$ cat config.mk
export PLATFORM = sky130hd
export DESIGN_NAME = banco_reg_wb
export DESIGN_NICKNAME = d
export VERILOG_FILES = /design/src/rtl/banco_reg_wb.sv
export SDC_FILE = /design/constraint.sdc
export NUM_CORES = 2
export LEC_CHECK = 0
export BUFFER_PORTS_ARGS = -buffer_cell sky130_fd_sc_hd__buf_2
export CORE_ASPECT_RATIO = 1.25
export CORE_MARGIN = 4
export CORE_UTILIZATION = 60
export CTS_BUF_LIST = sky130_fd_sc_hd__clkbuf_8
export DETAILED_ROUTE_END_ITERATION = 8
export PLACE_DENSITY_LB_ADDON = 0.25
export SKIP_LAST_GASP = 1
export SYNTH_ARGS = -nofsm -noshare
export SYNTH_HDL_FRONTEND = slang
export SYNTH_SLANG_ARGS = --single-unit
$ cat constraint.sdc
create_clock -name clock -period 47.7 [get_ports clock]
set_input_delay 0 -clock clock [delete_from_list [all_inputs] [get_ports clock]]
set_output_delay 0 -clock clock [all_outputs]
set_load 0.02 [all_outputs]
$ cat src/rtl/banco_reg_wb.sv
// banco_reg_wb: MIPS multicycle GPR file, write-back mux and A/B operand latch.
// Ports: clock/reset (async, active-high); EscreveReg, RegDst and MemparaReg
//   control the write; rs/rt/rd/imm are instruction fields; alu_out and mdr
//   are write-back sources; A/B are the registered operands; dbg_addr and
//   dbg_data form a combinational debug read port.
// Optional: define REGFILE_BYPASS_EN to forward same-edge write data to A/B.
module banco_reg_wb #(
    parameter int          NREGS    = 32,
    parameter int          SP_INDEX = 29,
    parameter logic [31:0] SP_RESET = 32'd227
) (
    input  logic        clock,
    input  logic        reset,
    input  logic        EscreveReg,
    input  logic        RegDst,
    input  logic [1:0]  MemparaReg,
    input  logic [4:0]  rs,
    input  logic [4:0]  rt,
    input  logic [4:0]  rd,
    input  logic [15:0] imm,
    input  logic [31:0] alu_out,
    input  logic [31:0] mdr,
    output logic [31:0] A,
    output logic [31:0] B,
    input  logic [4:0]  dbg_addr,
    output logic [31:0] dbg_data
);

    logic [31:0] regs [NREGS];
    logic [4:0]  waddr;
    logic [31:0] wdata;
    logic        wsel_ok;
    logic        wr_en;
    logic [31:0] a_next;
    logic [31:0] b_next;

    // Addresses beyond NREGS (smaller builds) read as zero.
    function automatic logic [31:0] rd_reg(input logic [4:0] addr);
        logic [31:0] v;
        v = '0;
        if (addr != 5'd0 && int'(addr) < NREGS)
            v = regs[addr];
        return v;
    endfunction

    assign waddr = RegDst ? rd : rt;

    always_comb begin
        wdata   = '0;
        wsel_ok = 1'b1;
        unique case (MemparaReg)
            2'b00:   wdata = alu_out;
            2'b01:   wdata = mdr;
            2'b10:   wdata = {imm, 16'h0000};
            default: wsel_ok = 1'b0;
        endcase
    end

    // Register 0 is hardwired: writes to it are simply never enabled.
    assign wr_en = EscreveReg && wsel_ok && (waddr != 5'd0)
                   && (int'(waddr) < NREGS);

    always_comb begin
        a_next = rd_reg(rs);
        b_next = rd_reg(rt);
`ifdef REGFILE_BYPASS_EN
        if (wr_en && rs == waddr)
            a_next = wdata;
        if (wr_en && rt == waddr)
            b_next = wdata;
`endif
    end

    always_ff @(posedge clock or posedge reset) begin
        if (reset) begin
            for (int i = 0; i < NREGS; i++)
                regs[i] <= (i == SP_INDEX) ? SP_RESET : 32'd0;
        end else if (wr_en) begin
            regs[waddr] <= wdata;
        end
    end

    always_ff @(posedge clock or posedge reset) begin
        if (reset) begin
            A <= '0;
            B <= '0;
        end else begin
            A <= a_next;
            B <= b_next;
        end
    end

    assign dbg_data = rd_reg(dbg_addr);

endmodule

# After elaboration in Yosys (flattened, before gate mapping)

Index checks and enable logic that the tools add are counted.

Input bits: 106
Register bits after elaboration: 1,088
Output and inout port bits: 96

Bitwise operators: 4
Reductions and logical operators: 9
$lt $le $gt $ge: 5
Equality and inequality tests: 2
Muxes and demuxes: 18

Operators with widths:

| cell               | number |
|---|---|
| $bwmux 1024        | 1 |
| $bmux 32 s5        | 3 |
| $mux 32            | 10 |
| $demux 32 s5       | 1 |
| $pmux 32 s3        | 1 |
| $ge 6x6->1 const B | 4 |
| $not 5->6          | 4 |
| $reduce_bool 5->1  | 4 |
| $lt 6x1->1 const B | 1 |
| $mux 5             | 1 |
| $logic_and 1x1->1  | 3 |
| $reduce_or 3->1    | 1 |
| $eq 2x1->1 const B | 1 |
| $eq 2x2->1 const B | 1 |
| $logic_not 2->1    | 1 |
| $mux 1             | 1 |

# Depth between registers and ports, before layout

Word-level depth: 7
Gate-level depth with buffers: 9

# Least setup slack after synthesis

OpenSTA, ideal clock, no wires.

Path type: in2out
From: input port dbg_addr[1]
To: output port dbg_data[30]
Arrival: 1.830 ns
Required time: 47.700 ns
Cell stages on the path: 8
Path buffers: 4
Setup slack: 45.870 ns
Path through: buf_2 -> buf_6 -> buf_6 -> buf_6 -> mux2i_1 -> a221o_1 -> a22o_1 -> nor4_1

Cells in the longest elaborated chain, start to end: 5
Elaborated cells on any way between the ends: 6
Those cells by class: mux (4); bitwise (1); reduce/logical (1)

Ends and longest elaborated chain:

| what                                        | RTL line | source |
|---|---|---|
| start: declaration                          | 25       | `input logic [4:0] dbg_addr,` |
| $not 5->6 (not written as such)             | 42       | `v = regs[addr];` |
| $bmux 32 s5                                 | 42       |  |
| $mux 32 (not written as such) (2 in series) | 42       |  |
| $mux 32 *                                   | 41       | `if (addr != 5'd0 && int'(addr) < NREGS)` |
| end: declaration                            | 26       | `output logic [31:0] dbg_data` |

Mark *: on every way between the ends. The rest lies on a longest branch, timed or not. The select of a mux whose other input is x is not followed.

# Worst setup path in the final report

From: input port dbg_addr[1]
To: output port dbg_data[4]

Same word-level chain as after synthesis.

==> summary.txt <==
Final setup viols: 0
Post-Syn Nets: 5906
length of routed met3 wiring: 29900 microns
number of global-route vias before repair: 50.3k
minimum clock period: 4.09 ns
worst min path class: in2reg
WL per Instance: 31.0 microns
flops & latches, synth: 1088
vias per inst: 7.15
CTS tree: built
Synth Cell Area: 0.0645 sq mm
post-synthesis cell count: 5800
total chip power: 2.56 mW
DRC Markers: 0
run status: finished, final reports clean
CP Capture Type: output port
Final ANT Viol Nets: 0
P&R area growth vs syn: 7.06%
setup TNS: 0 ns
CP max FO: 76
Clock Skew: 0.0388 ns
htree depth: 4
fmax: 244 MHz
Synth async-reset ratio: 1.00
RSZ-0062 raised after global routing: false
Slew Limit Fails: 0
clock-pin slew on the worst setup and hold paths: 0.07 ns
Slew HR: 0.139
Initial DRC Count: 7075
vias: 51.7k
die area: 0.113 sq mm
GRT overflow: 0
final net count: 5785
CTS Buf Count: 166
total global-route track usage: 0.400
IO Port Bufs: 201
YS warnings: 0
Critical Path AT: 4.09 ns
Fill cells: 8153
routed wire length: 224000 microns
Top Ports: 202
Hold Vio Cnt, Final: 0
critical-path cell list: buf_8 -> buf_4 -> buf_4 -> mux2_2 -> o22ai_1 -> a221o_1 -> a22o_1 -> nor4_1 -> buf_2
largest stage delay on the critical path: 0.78 ns
CTS Sinks: 1088
Routed met1 length: 81500 microns
Crit-path slowest cell: buf_4
clk root buf: clkbuf_8
HPWL Detailed: 123000 microns
Worst-Skew Late Latency: 0.91 ns
PD cells: 37.1 mW/mm^2
sequential element share of the synthesized area: 0.422
DR pass1 iterations: 8
Die Height: 375 microns
core area: 0.107 sq mm
max-cap viol count: 0
initial antenna violation count: 9
Initial Util: 0.604
largest net degree at the start of global routing: 173
required time worst endpoint: 47.70 ns
max layer used: met5
Crit path top cell by count: buf_4
GP Congestion: 0.887
Pleak: 29.9 nW
Post-synth EDFFs: 0
post-synth cell types: 44
share of cells above drive strength 1: 0.240
Post-synth top flop: dfrtp_1
CP Class: in2out
Die Span X: 301 microns
met2 wire length: 97500 microns
worst-margin pin slew: 1.28 ns
Worst setup SP type: input port
Tcrit/Tclk final: 0.0858
# rows: 134
clk buf depth: 3
first-pass GRT wire length: 332000 microns
Syn Area/Cell: 11.1 sq um
Worst VDD drop: 0.0298 mV
==> power breakdown <==
group	leakage [nW]	switching, mW	internal [mW]
clock	1.97	0.391	0.444
sequential	14.6	0.131	1.05
combinational	13.3	0.282	0.265
==> flip-flops by register name, indices dropped and copies added, names as in the netlist <==
register  cells
regs       1024
A            32
B            32
==> cell usage in the layout (no fill, tap or decap), drive strengths merged, types with 49 or more instances in the layout <==
master       synthesis  routed
mux2i              419     419
clkbuf             316     222
mux2               149     149
a22oi               86      86
mux4               575     575
dfrtp             1083    1083
dlygate4sd3          0      64
a211oi              93      93
nor4                64      64
o21ai              994     994
nor2                62      62
nand2             1073    1073
o22ai               86      86
inv                  3      49
nor2b              101     101
a22o                64      64
a221o               64      64
buf                353     314
==> critical path, delay by kind of cell <==
family                 cells  cell delay [ns]
buffers and inverters      4             2.37
AOI/OAI and AO/OA          3             0.56
and+or+nand+nor            1             0.78
muxes                      1             0.30
==> cell type report <==
cell class              instances  area [sq um]  area share
diodes                          3          7.51    0.000109
well taps                    1428          1790      0.0259
repair buffers                380          2640      0.0382
clock buffers                 220          3030      0.0438
clock inverters                75           502     0.00726
inverters                       4          22.5    0.000326
multi-input cells            4039         33900       0.490
flip-flops and latches       1088         27200       0.394
==> per-stage QoR <==
step / setup WS [ns] / util / area, sq um / cells / hold WS [ns]
after floorplan: 17.08 / - / 64500 / 5800 / 0.230
after global placement: 43.67 / 0.608 / 64900 / 6874 / 0.105
after detailed placement: 43.65 / 0.608 / 64900 / 6874 / 0.110
after CTS: 43.56 / 0.647 / 69100 / 7234 / 0.00466
after global routing: 43.09 / 0.647 / 69100 / 7235 / 0.0605
final: 43.61 / 0.647 / 69100 / 7237 / 0.0440
==> path summary, 6_finish.rpt <==
kind	start	end	slack, ns	depth (start not counted)
worst max-delay path	dbg_addr[1]	dbg_data[4]	43.61	9
worst min-delay path	alu_out[16]	regs[16]$_DFFE_PP0P_	0.04	6
worst max register to register	regs[315]$_DFFE_PP0P_	B[27]$_DFF_PP0_	45.29	5
worst min register to register	regs[1014]$_DFFE_PP0P_	regs[1014]$_DFFE_PP0P_	0.42	0
max in group asynchronous	reset	regs[647]$_DFFE_PP0P_	43.68	8
min in group asynchronous	reset	regs[483]$_DFFE_PP0P_	0.35	4
==> routing by layer <==
metal  global-route usage  vias to the layer above
li1                     -                    21300
met1                0.542                    25700
met2                0.580                     3774
met3                0.125                      914
met4                0.220                        6
met5                    0                        -
==> cell families (layout without fill, tap and decap cells) <==
kind of cell    count (synthesis)  in the layout  synth area share
compound gates               1451           1451             0.131
simple gates                 1445           1445            0.0963
mux                          1143           1143             0.292
flops                        1088           1088             0.422
buf+inv                       673            679            0.0588
other cells                     0              3                 0
==> repair_timing <==
item | CTS | global route
endpoints found under the setup margin | 0 | 0
hold buffers | 65 | 0
gates resized for setup | 0 | 0
endpoints found under the hold margin | 951 | 0
setup buffers | 0 | 0
==> cells in the mapped netlist (3+ instances only) <==
cell       count  share of area
o21ai_0      572          0.044
a22oi_1       86          0.010
nor2b_1      101         0.0098
buf_4         72         0.0084
nor3_1        23         0.0018
dfrtp_1     1083           0.42
a221o_1       64         0.0099
mux2i_1      419          0.065
buf_2        160          0.012
a22o_1        64         0.0087
a21oi_1       37         0.0029
nand2b_1      41         0.0040
a211oi_1      93          0.011
nand3_1       23         0.0018
dfstp_2        5         0.0020
clkbuf_2       5        0.00039
or2_2         17         0.0016
o21ai_1      422          0.033
o221ai_1      11         0.0015
clkbuf_1     311          0.018
o22ai_1       86         0.0083
buf_6        105          0.018
a21o_1        11         0.0013
inv_1          3        0.00017
nor2_1        62         0.0036
nand4bb_1      3        0.00052
mux4_2       575           0.20
or3_1         14         0.0014
mux2_2       149          0.026
nor4_1        64         0.0062
nand2_1     1073          0.062
or3b_1        15         0.0020
buf_1         16        0.00093
Note: power is estimated with default switching activity, not from simulation.
